--- src/rtl/core_pkg.sv ---
// Shared core types: arbiter FSM states and port-owner encoding.
package core_pkg;

   typedef enum logic [1:0] {
      ARB_IDLE,
      ARB_REQ,
      ARB_WAIT_RESP
   } arb_state_e;

   typedef enum logic {
      OWNER_IF,
      OWNER_LSU
   } arb_owner_e;

endpackage

--- src/rtl/mem_arbiter_if.sv ---
// Bundle of fetch, LSU and memory-side req/gnt/rvalid signals around the arbiter.
// slave = arbiter view (serves the requesters, drives memory); master = core + memory view.
interface mem_arbiter_if #(
   parameter int ADDR_WIDTH = 32,
   parameter int DATA_WIDTH = 32
);
   localparam int BE_WIDTH = DATA_WIDTH / 8;

   logic                  if_req;
   logic [ADDR_WIDTH-1:0] if_addr;
   logic                  if_gnt;
   logic                  if_rvalid;
   logic [DATA_WIDTH-1:0] if_rdata;

   logic                  lsu_req;
   logic                  lsu_we;
   logic [BE_WIDTH-1:0]   lsu_be;
   logic [ADDR_WIDTH-1:0] lsu_addr;
   logic [DATA_WIDTH-1:0] lsu_wdata;
   logic                  lsu_gnt;
   logic                  lsu_rvalid;
   logic [DATA_WIDTH-1:0] lsu_rdata;

   logic                  mem_req;
   logic                  mem_we;
   logic [BE_WIDTH-1:0]   mem_be;
   logic [ADDR_WIDTH-1:0] mem_addr;
   logic [DATA_WIDTH-1:0] mem_wdata;
   logic                  mem_gnt;
   logic                  mem_rvalid;
   logic [DATA_WIDTH-1:0] mem_rdata;

   modport slave (
      input  if_req, if_addr,
      input  lsu_req, lsu_we, lsu_be, lsu_addr, lsu_wdata,
      input  mem_gnt, mem_rvalid, mem_rdata,
      output if_gnt, if_rvalid, if_rdata,
      output lsu_gnt, lsu_rvalid, lsu_rdata,
      output mem_req, mem_we, mem_be, mem_addr, mem_wdata
   );

   modport master (
      output if_req, if_addr,
      output lsu_req, lsu_we, lsu_be, lsu_addr, lsu_wdata,
      output mem_gnt, mem_rvalid, mem_rdata,
      input  if_gnt, if_rvalid, if_rdata,
      input  lsu_gnt, lsu_rvalid, lsu_rdata,
      input  mem_req, mem_we, mem_be, mem_addr, mem_wdata
   );

endinterface

--- src/rtl/mem_arbiter.sv ---
// Shares one memory port between fetch and LSU, one transaction outstanding.
// gnt can come in the request cycle, rvalid passes straight through; losers wait in IDLE, no buffering.
module mem_arbiter
   import core_pkg::*;
#(
   parameter int ADDR_WIDTH   = 32,
   parameter int DATA_WIDTH   = 32,
   parameter int LSU_PRIORITY = 1
) (
   input  logic          clk,
   input  logic          rst,
   mem_arbiter_if.slave  bus,
   output logic          busy_o
);

   localparam int BE_WIDTH = DATA_WIDTH / 8;

   arb_state_e            state_q;
   arb_owner_e            owner_q;
   arb_owner_e            rr_last_q;
   logic                  hold_we_q;
   logic [BE_WIDTH-1:0]   hold_be_q;
   logic [ADDR_WIDTH-1:0] hold_addr_q;
   logic [DATA_WIDTH-1:0] hold_wdata_q;

   logic                  win_vld;
   arb_owner_e            win;
   logic                  win_we;
   logic [BE_WIDTH-1:0]   win_be;
   logic [ADDR_WIDTH-1:0] win_addr;
   logic [DATA_WIDTH-1:0] win_wdata;

   logic                  issue;
   logic                  gnt_ok;
   logic                  rsp_ok;
   arb_owner_e            gnt_owner;

   // Winner select; fetch is read-only, so its write fields are fixed.
   always_comb begin
      win_vld = bus.if_req | bus.lsu_req;
      win     = OWNER_IF;
      if (bus.if_req && bus.lsu_req) begin
         win = (LSU_PRIORITY != 0 || rr_last_q == OWNER_IF) ? OWNER_LSU : OWNER_IF;
      end else if (bus.lsu_req) begin
         win = OWNER_LSU;
      end
      if (win == OWNER_LSU) begin
         win_we    = bus.lsu_we;
         win_be    = bus.lsu_be;
         win_addr  = bus.lsu_addr;
         win_wdata = bus.lsu_wdata;
      end else begin
         win_we    = 1'b0;
         win_be    = '1;
         win_addr  = bus.if_addr;
         win_wdata = '0;
      end
   end

   always_comb begin
      issue     = !rst && ((state_q == ARB_IDLE && win_vld) || state_q == ARB_REQ);
      gnt_ok    = issue && bus.mem_gnt;
      rsp_ok    = !rst && state_q == ARB_WAIT_RESP && bus.mem_rvalid;
      gnt_owner = (state_q == ARB_REQ) ? owner_q : win;

      bus.mem_req   = issue;
      bus.mem_we    = 1'b0;
      bus.mem_be    = '0;
      bus.mem_addr  = '0;
      bus.mem_wdata = '0;
      if (issue && state_q == ARB_REQ) begin
         bus.mem_we    = hold_we_q;
         bus.mem_be    = hold_be_q;
         bus.mem_addr  = hold_addr_q;
         bus.mem_wdata = hold_wdata_q;
      end else if (issue) begin
         bus.mem_we    = win_we;
         bus.mem_be    = win_be;
         bus.mem_addr  = win_addr;
         bus.mem_wdata = win_wdata;
      end

      bus.if_gnt     = gnt_ok && gnt_owner == OWNER_IF;
      bus.lsu_gnt    = gnt_ok && gnt_owner == OWNER_LSU;
      bus.if_rvalid  = rsp_ok && owner_q == OWNER_IF;
      bus.lsu_rvalid = rsp_ok && owner_q == OWNER_LSU;
      bus.if_rdata   = bus.if_rvalid  ? bus.mem_rdata : '0;
      bus.lsu_rdata  = bus.lsu_rvalid ? bus.mem_rdata : '0;

      busy_o = !rst && state_q != ARB_IDLE;
   end

   always_ff @(posedge clk) begin
      if (rst) begin
         state_q      <= ARB_IDLE;
         owner_q      <= OWNER_IF;
         rr_last_q    <= OWNER_LSU;
         hold_we_q    <= 1'b0;
         hold_be_q    <= '0;
         hold_addr_q  <= '0;
         hold_wdata_q <= '0;
      end else begin
         case (state_q)
            ARB_IDLE: begin
               if (win_vld) begin
                  owner_q      <= win;
                  hold_we_q    <= win_we;
                  hold_be_q    <= win_be;
                  hold_addr_q  <= win_addr;
                  hold_wdata_q <= win_wdata;
                  state_q      <= bus.mem_gnt ? ARB_WAIT_RESP : ARB_REQ;
               end
            end
            ARB_REQ: begin
               if (bus.mem_gnt) state_q <= ARB_WAIT_RESP;
            end
            ARB_WAIT_RESP: begin
               if (bus.mem_rvalid) begin
                  rr_last_q <= owner_q;
                  state_q   <= ARB_IDLE;
               end
            end
            default: state_q <= ARB_IDLE;
         endcase
      end
   end

endmodule

--- src/flat_wrapper.sv ---
// flat-port wrapper written by rule: the top's interface ports become plain ports
module mem_arbiter_flat import core_pkg::*;
#(
   parameter int ADDR_WIDTH   = 32,
   parameter int DATA_WIDTH   = 32,
   parameter int LSU_PRIORITY = 1
)
  (clk, rst, busy_o, bus_if_req, bus_if_addr, bus_lsu_req, bus_lsu_we, bus_lsu_be, bus_lsu_addr, bus_lsu_wdata, bus_mem_gnt, bus_mem_rvalid, bus_mem_rdata, bus_if_gnt, bus_if_rvalid, bus_if_rdata, bus_lsu_gnt, bus_lsu_rvalid, bus_lsu_rdata, bus_mem_req, bus_mem_we, bus_mem_be, bus_mem_addr, bus_mem_wdata);
  mem_arbiter_if #(.ADDR_WIDTH(ADDR_WIDTH), .DATA_WIDTH(DATA_WIDTH)) bus_i ();
  input  logic clk;
  input  logic rst;
  output logic busy_o;
  input wire logic [$bits(bus_i.if_req)-1:0] bus_if_req;
  input wire logic [$bits(bus_i.if_addr)-1:0] bus_if_addr;
  input wire logic [$bits(bus_i.lsu_req)-1:0] bus_lsu_req;
  input wire logic [$bits(bus_i.lsu_we)-1:0] bus_lsu_we;
  input wire logic [$bits(bus_i.lsu_be)-1:0] bus_lsu_be;
  input wire logic [$bits(bus_i.lsu_addr)-1:0] bus_lsu_addr;
  input wire logic [$bits(bus_i.lsu_wdata)-1:0] bus_lsu_wdata;
  input wire logic [$bits(bus_i.mem_gnt)-1:0] bus_mem_gnt;
  input wire logic [$bits(bus_i.mem_rvalid)-1:0] bus_mem_rvalid;
  input wire logic [$bits(bus_i.mem_rdata)-1:0] bus_mem_rdata;
  output wire logic [$bits(bus_i.if_gnt)-1:0] bus_if_gnt;
  output wire logic [$bits(bus_i.if_rvalid)-1:0] bus_if_rvalid;
  output wire logic [$bits(bus_i.if_rdata)-1:0] bus_if_rdata;
  output wire logic [$bits(bus_i.lsu_gnt)-1:0] bus_lsu_gnt;
  output wire logic [$bits(bus_i.lsu_rvalid)-1:0] bus_lsu_rvalid;
  output wire logic [$bits(bus_i.lsu_rdata)-1:0] bus_lsu_rdata;
  output wire logic [$bits(bus_i.mem_req)-1:0] bus_mem_req;
  output wire logic [$bits(bus_i.mem_we)-1:0] bus_mem_we;
  output wire logic [$bits(bus_i.mem_be)-1:0] bus_mem_be;
  output wire logic [$bits(bus_i.mem_addr)-1:0] bus_mem_addr;
  output wire logic [$bits(bus_i.mem_wdata)-1:0] bus_mem_wdata;
  assign bus_i.if_req = bus_if_req;
  assign bus_i.if_addr = bus_if_addr;
  assign bus_i.lsu_req = bus_lsu_req;
  assign bus_i.lsu_we = bus_lsu_we;
  assign bus_i.lsu_be = bus_lsu_be;
  assign bus_i.lsu_addr = bus_lsu_addr;
  assign bus_i.lsu_wdata = bus_lsu_wdata;
  assign bus_i.mem_gnt = bus_mem_gnt;
  assign bus_i.mem_rvalid = bus_mem_rvalid;
  assign bus_i.mem_rdata = bus_mem_rdata;
  assign bus_if_gnt = bus_i.if_gnt;
  assign bus_if_rvalid = bus_i.if_rvalid;
  assign bus_if_rdata = bus_i.if_rdata;
  assign bus_lsu_gnt = bus_i.lsu_gnt;
  assign bus_lsu_rvalid = bus_i.lsu_rvalid;
  assign bus_lsu_rdata = bus_i.lsu_rdata;
  assign bus_mem_req = bus_i.mem_req;
  assign bus_mem_we = bus_i.mem_we;
  assign bus_mem_be = bus_i.mem_be;
  assign bus_mem_addr = bus_i.mem_addr;
  assign bus_mem_wdata = bus_i.mem_wdata;
  mem_arbiter #(.ADDR_WIDTH(ADDR_WIDTH), .DATA_WIDTH(DATA_WIDTH), .LSU_PRIORITY(LSU_PRIORITY)) u_core (.clk(clk), .rst(rst), .bus(bus_i), .busy_o(busy_o));
endmodule
--- config.mk ---
export PLATFORM = sky130hd
export DESIGN_NAME = mem_arbiter_flat
export DESIGN_NICKNAME = d
export VERILOG_FILES = /design/src/rtl/core_pkg.sv /design/src/rtl/mem_arbiter_if.sv /design/src/rtl/mem_arbiter.sv /design/src/flat_wrapper.sv
export SDC_FILE = /design/constraint.sdc
export NUM_CORES = 1
export LEC_CHECK = 0
export BUFFER_PORTS_ARGS = -buffer_cell sky130_fd_sc_hd__buf_4
export CORE_AREA = 2 2 109 111
export CTS_BUF_LIST = sky130_fd_sc_hd__clkbuf_4
export CTS_CLUSTER_DIAMETER = 150
export CTS_CLUSTER_SIZE = 24
export DETAILED_ROUTE_END_ITERATION = 10
export DIE_AREA = 0 0 111 113
export PLACE_DENSITY = 0.73
export SYNTH_ARGS = -nofsm -noshare
export SYNTH_HDL_FRONTEND = slang
export SYNTH_SLANG_ARGS = --single-unit
export TNS_END_PERCENT = 30
--- constraint.sdc ---
create_clock -name clk -period 1.6 [get_ports clk]
set_clock_uncertainty 0.2 [all_clocks]
set_input_delay 0.08 -clock clk [delete_from_list [all_inputs] [get_ports clk]]
set_output_delay 0.08 -clock clk [all_outputs]
set_load 0.02 [all_outputs]
# Word-level counts from Yosys, hierarchy flattened
# Cells that the tools add are included.
# Widths: inputs -> output; s select.
# classes
bitwise_logic	3
n_eq_ne	5
n_reduce_logical	18
muxes	22
# op_table
op	n
$mux 32	8
$logic_and 1x1->1	12
$mux 4	3
$mux 2	4
$mux 1	6
$pmux 2 s3	1
$ne 2x2->1 const B	2
$reduce_and 3->1	1
$eq 2x1->1 const B	1
$eq 2x2->1 const B	1
$logic_not 2->1	1
$ne 2x1->1 const B	1
$not 1->1	2
$reduce_and 2->1	1
$reduce_bool 2->1	1
$logic_not 1->1	1
$logic_or 1x1->1	1
$or 1x1->1	1
# totals
word_cells	54
reg_bits	72

# Longest topological paths before layout
# logic_depth
ltp_word	6
depth_mapped	7
ltp_nobuf	3

# Worst setup path after synthesis
# OpenSTA, ideal clock, no wires.
# synth_timing
path_type	reg-to-output
from	reg u_core.state_q[0]
to	out bus_mem_addr[10]
stages_incl_launch_ff	6
t_arrival_ns	1.627
path_slack_ns	-0.307
required_ns	1.320
cell_sequence	dfxtp_1 -> buf_6 -> or3_4 -> nand2b_4 -> clkbuf_1 -> o21ai_0
# synth_between
elab_chain_len	6
elab_cells_between_ends	8
classes_between	eq/ne: 1; mux: 2; reduce/logical: 5
# synth_lines
item	line_no	rtl
start, declared	mem_arbiter.sv:18	arb_state_e state_q;
start signal, assigned	mem_arbiter.sv:111	state_q <= bus.mem_gnt ? ARB_WAIT_RESP : ARB_REQ;
$logic_not 2->1	mem_arbiter.sv:61	issue = !rst && ((state_q == ARB_IDLE && win_vld) || state_q == ARB_REQ);
$logic_and 1x1->1	mem_arbiter.sv:61	
$logic_or 1x1->1	mem_arbiter.sv:61	
$logic_and 1x1->1	mem_arbiter.sv:61	
$mux 32 or $logic_and 1x1->1 (tied branches)	mem_arbiter.sv:76, mem_arbiter.sv:71	
$mux 32 *	mem_arbiter.sv:71	if (issue && state_q == ARB_REQ) begin
end, declared	flat_wrapper.sv:32	output wire logic [$bits(bus_i.mem_addr)-1:0] bus_mem_addr;
# Every way passes the cells marked *; elsewhere a longest branch is shown, timed or not.

# Worst setup path in the final report
# layout_timing
from	reg u_core.state_q[1]
to	out bus_mem_wdata[4]
# layout_between
elab_chain_len	6
elab_cells_between_ends	8
classes_between	eq/ne: 1; mux: 2; reduce/logical: 5
# layout_lines
item	line_no	rtl
$logic_not 2->1	mem_arbiter.sv:61	
$logic_and 1x1->1	mem_arbiter.sv:61	
$logic_or 1x1->1	mem_arbiter.sv:61	
$logic_and 1x1->1	mem_arbiter.sv:61	
$mux 32 or $logic_and 1x1->1 (tied branches)	mem_arbiter.sv:76, mem_arbiter.sv:71	
$mux 32 *	mem_arbiter.sv:71	
end, declared	flat_wrapper.sv:33	output wire logic [$bits(bus_i.mem_wdata)-1:0] bus_mem_wdata;
# Marks and branches as above.

==> results.md <==
| Item | Reported |
|:---|:---|
| Number of flip-flops and latches in the synthesized netlist | 72 |
| Delay contributed by the slowest stage of the critical path | 0.44 ns |
| Placeable core region | 11300 um2 |
| VDD IR max | 487 uV |
| WP data arrival | 1.91 ns |
| Gate count after technology mapping | 446 |
| Final net count | 979 |
| Total global routing track utilization | 0.256 |
| List of most frequent post-synthesis cells | sky130_fd_sc_hd__dfxtp_1 (72), sky130_fd_sc_hd__a22o_1 (67), sky130_fd_sc_hd__and2_1 (64) |
| Number of max-cap violations | 0 |
| Routability congestion estimate from global placement | 0.872 |
| Via-to-Cell Ratio | 5.22 |
| Max Fclk | 456 MHz |
| Drt first pass iters | 5 |
| Yosys top cell area share | 0.356 |
| Initial core utilization | 0.360 |
| Global-route wire length before repair | 26.2 mm |
| Number of DRC markers after the initial detailed-route iteration | 384 |
| Antenna viol nets, final | 0 |
| Count of yosys warnings during synthesis | 0 |
| Worst-path clk slew | 0.13 ns |
| Num CTS Buffers | 9 |
| Clock tree from TritonCTS | built |
| Util after Layout | 0.766 |
| Total Power | 5.39 mW |
| Sequential element share of the synthesized area | 0.356 |
| Vias in the first global route | 5083 |
| Root Driver | sky130_fd_sc_hd__clkbuf_4 |
| Post-synth top flop | sky130_fd_sc_hd__dfxtp_1 |
| Synthesized area | 4050 um2 |
| Failing checks | negative hold slack, negative setup slack |
| Finished layout cell area | 8630 um2 |
| Residual DRC | 0 |
| Number of synthesized flops with an enable pin | 0 |
| Total grt overflow | 0 |
| Drt total wl | 18.4 mm |
| Worst hold-check slack | -0.154 ns |
| Clock Latency Late Sink | 0.41 ns |
| Final min period | 2.19 ns |
| CTS sink count | 72 |
| Cell with the biggest individual delay on the critical path | sky130_fd_sc_hd__or3_4 |
| Synthesis-to-layout area growth | 113% |
| Most instantiated library cell after synthesis | sky130_fd_sc_hd__dfxtp_1 |
| Depth of the CTS H-tree | 3 |
| Leakage power | 4.29 nW |
| Share of post-route cells with drive strength above 1 | 0.514 |
| IO Count | 278 |
| Post-synth ARST share | 0 |
| Die span in x | 111 um |
| Outcome | finished, violations left |
| Post-synthesis cell type count | 31 |
| Headroom to the max-slew limit | 0.353 |
| Ordered list of cells on the worst path | or3_4, nor2_4, buf_12, buf_16, a22o_1, buf_6 |
| Die Footprint | 12500 um2 |
| Final Hold Violating Endpoints | 4 |
| Number of buffers on the longest clock path | 2 |
| Worst min-delay path class | input port to register |
| Die span in y | 113 um |
| Cell area reported after detailed placement | 6770 um2 |
| Syn nets | 585 |
| Crit path capture type | primary output |
| Routed vias | 5158 |
| Sum of net half-perimeters after detailed placement | 10.6 mm |
| Finish-stage setup viols | 177 |
| Largest area contributor in the synthesized netlist | sky130_fd_sc_hd__dfxtp_1 |
| Maximum number of pins on one net before global-route repair | 54 |
| Slew at the pin closest to its max-slew limit | 0.970 ns |
| Port buffer count | 277 |
| Pwr/cell area | 625 nW/um2 |
| Detail-routed net length per standard cell | 18.7 um |
| Number of hold buffers added after CTS | 83 |
| Number of pins exceeding their max-slew limit in the final report | 0 |
| Per-instance average area after synthesis | 9.09 um2 |
| Startpoint kind of the worst setup timing path | register |
| Critical Path RT | 1.32 ns |
| Critical path type | register to primary output |
| Placement Rows | 39 |
| Cells taking the most area after synthesis | sky130_fd_sc_hd__dfxtp_1 (36%), sky130_fd_sc_hd__a22o_1 (14%), sky130_fd_sc_hd__and2_1 (9.9%) |
| Worst-case setup margin in the final layout | -0.592 ns |
| Final clock period utilization by the worst path | 1.37 |
| TNS Setup | -69.03 ns |
| Initial antenna violation count | 1 |
| Top fanout value on the critical path | 7 |
| Unrepaired setup endpoints after global routing | true |
-- metrics by stage --
step                      setup slack, ns  cells
after floorplan                    -0.129    446
after global placement            -0.0944    870
after detailed placement           -0.130    870
after CTS                          -0.584    976
after global routing               -0.679    989
final                              -0.592    989
-- worst paths after layout --
| check | start | to | slack (ns) | cells past startpoint |
|---|---|---|---|---|
| worst max-delay path | u_core.state_q[1]$_SDFFE_PP0P_ | bus_mem_wdata[4] | -0.59 | 6 |
| worst min-delay path | bus_if_req | u_core.state_q[0]$_SDFFE_PP0P_ | -0.15 | 3 |
| worst max register to register | u_core.state_q[1]$_SDFFE_PP0P_ | u_core.hold_wdata_q[11]$_SDFFE_PP0P_ | -0.22 | 7 |
| worst min register to register | u_core.hold_addr_q[23]$_SDFFE_PP0P_ | u_core.hold_addr_q[23]$_SDFFE_PP0P_ | 0.27 | 1 |
-- power by group --
part	leakage (nW)	internal [mW]	switching (mW)
combinational	3.61	1.07	0.901
sequential	0.594	1.95	0.0919
clock	0.0913	0.651	0.736
total	4.29	3.66	1.73
-- timing repair --
item,4_1_cts,5_1_grt
buffers inserted,3,8
resized for setup,28,134
endpoints found under the setup margin,164,199
gates cloned,4,5
hold endpoints to repair,65,4
pin swaps,11,35
-- metal layers --
metal | global-route usage | vias to the layer above | part of all wire
li1 | - | 2416 | -
met1 | 0.302 | 2470 | 0.38
met2 | 0.472 | 238 | 0.54
met3 | 0.0450 | 34 | 0.058
met4 | 0.0842 | 0 | 0.022
met5 | 0 | - | 0
-- worst max-delay path: cells and delay by family, from the launching register on --
kind	cells	cell delay, ns
simple gates	2	0.58
buf+inv	3	0.39
flops	1	0.34
compound gates	1	0.17
-- kinds of logic (layout without fill, tap and decap cells) --
family / Yosys count / count (layout) / synth area share
AO/OA/AOI/OAI: 163 / 163 / 0.295
buffers and inverters: 46 / 444 / 0.0636
flip-flops: 72 / 72 / 0.356
multiplexers: 33 / 33 / 0.0815
other: 0 / 1 / 0
AND/OR/NAND/NOR: 132 / 133 / 0.204
-- final cells by class --
| type | instances | area, um2 |
|---|---|---|
| repair buffers | 426 | 4010 |
| multi-input cells | 329 | 2830 |
| fillers | 726 | 2640 |
| flip-flops and latches | 72 | 1440 |
| well taps | 143 | 179 |
| clock inverters | 7 | 100 |
| clock buffers | 9 | 67.6 |
| inverters | 2 | 7.51 |
| diodes | 1 | 2.50 |
-- registers in the layout, indices dropped and copies added (netlist names) --
signal / cells
u_core.owner_q: 1
u_core.hold_wdata_q: 32
u_core.hold_addr_q: 32
u_core.hold_we_q: 1
u_core.state_q: 2
u_core.hold_be_q: 4
-- layout by cell type (no fill, tap or decap), types with 2 or more instances in the layout --
cell                            instances
sky130_fd_sc_hd__and2_1                52
sky130_fd_sc_hd__nand2b_1               5
sky130_fd_sc_hd__a21o_1                36
sky130_fd_sc_hd__buf_12                 7
sky130_fd_sc_hd__buf_16                 2
sky130_fd_sc_hd__dfxtp_2                2
sky130_fd_sc_hd__inv_6                  3
sky130_fd_sc_hd__dlygate4sd3_1         82
sky130_fd_sc_hd__nand2b_4               2
sky130_fd_sc_hd__o21ai_2                4
sky130_fd_sc_hd__buf_6                 97
sky130_fd_sc_hd__o21ai_1                2
sky130_fd_sc_hd__o21ai_4                9
sky130_fd_sc_hd__nor2_4                 7
sky130_fd_sc_hd__o21ai_0                7
sky130_fd_sc_hd__nor2_1                 2
sky130_fd_sc_hd__bufinv_16              2
sky130_fd_sc_hd__nand2_1               22
sky130_fd_sc_hd__buf_8                  4
sky130_fd_sc_hd__mux2i_1               31
sky130_fd_sc_hd__nor3_2                 2
sky130_fd_sc_hd__buf_4                228
sky130_fd_sc_hd__and2_4                12
sky130_fd_sc_hd__inv_1                  2
sky130_fd_sc_hd__a22o_1                59
sky130_fd_sc_hd__mux2i_2                2
sky130_fd_sc_hd__a22o_4                 8
sky130_fd_sc_hd__nor3_4                18
sky130_fd_sc_hd__a21oi_1               23
sky130_fd_sc_hd__clkbuf_16              3
sky130_fd_sc_hd__clkbuf_4               9
sky130_fd_sc_hd__a211oi_1              13
sky130_fd_sc_hd__dfxtp_1               70
(Power assumes the default switching activity.)
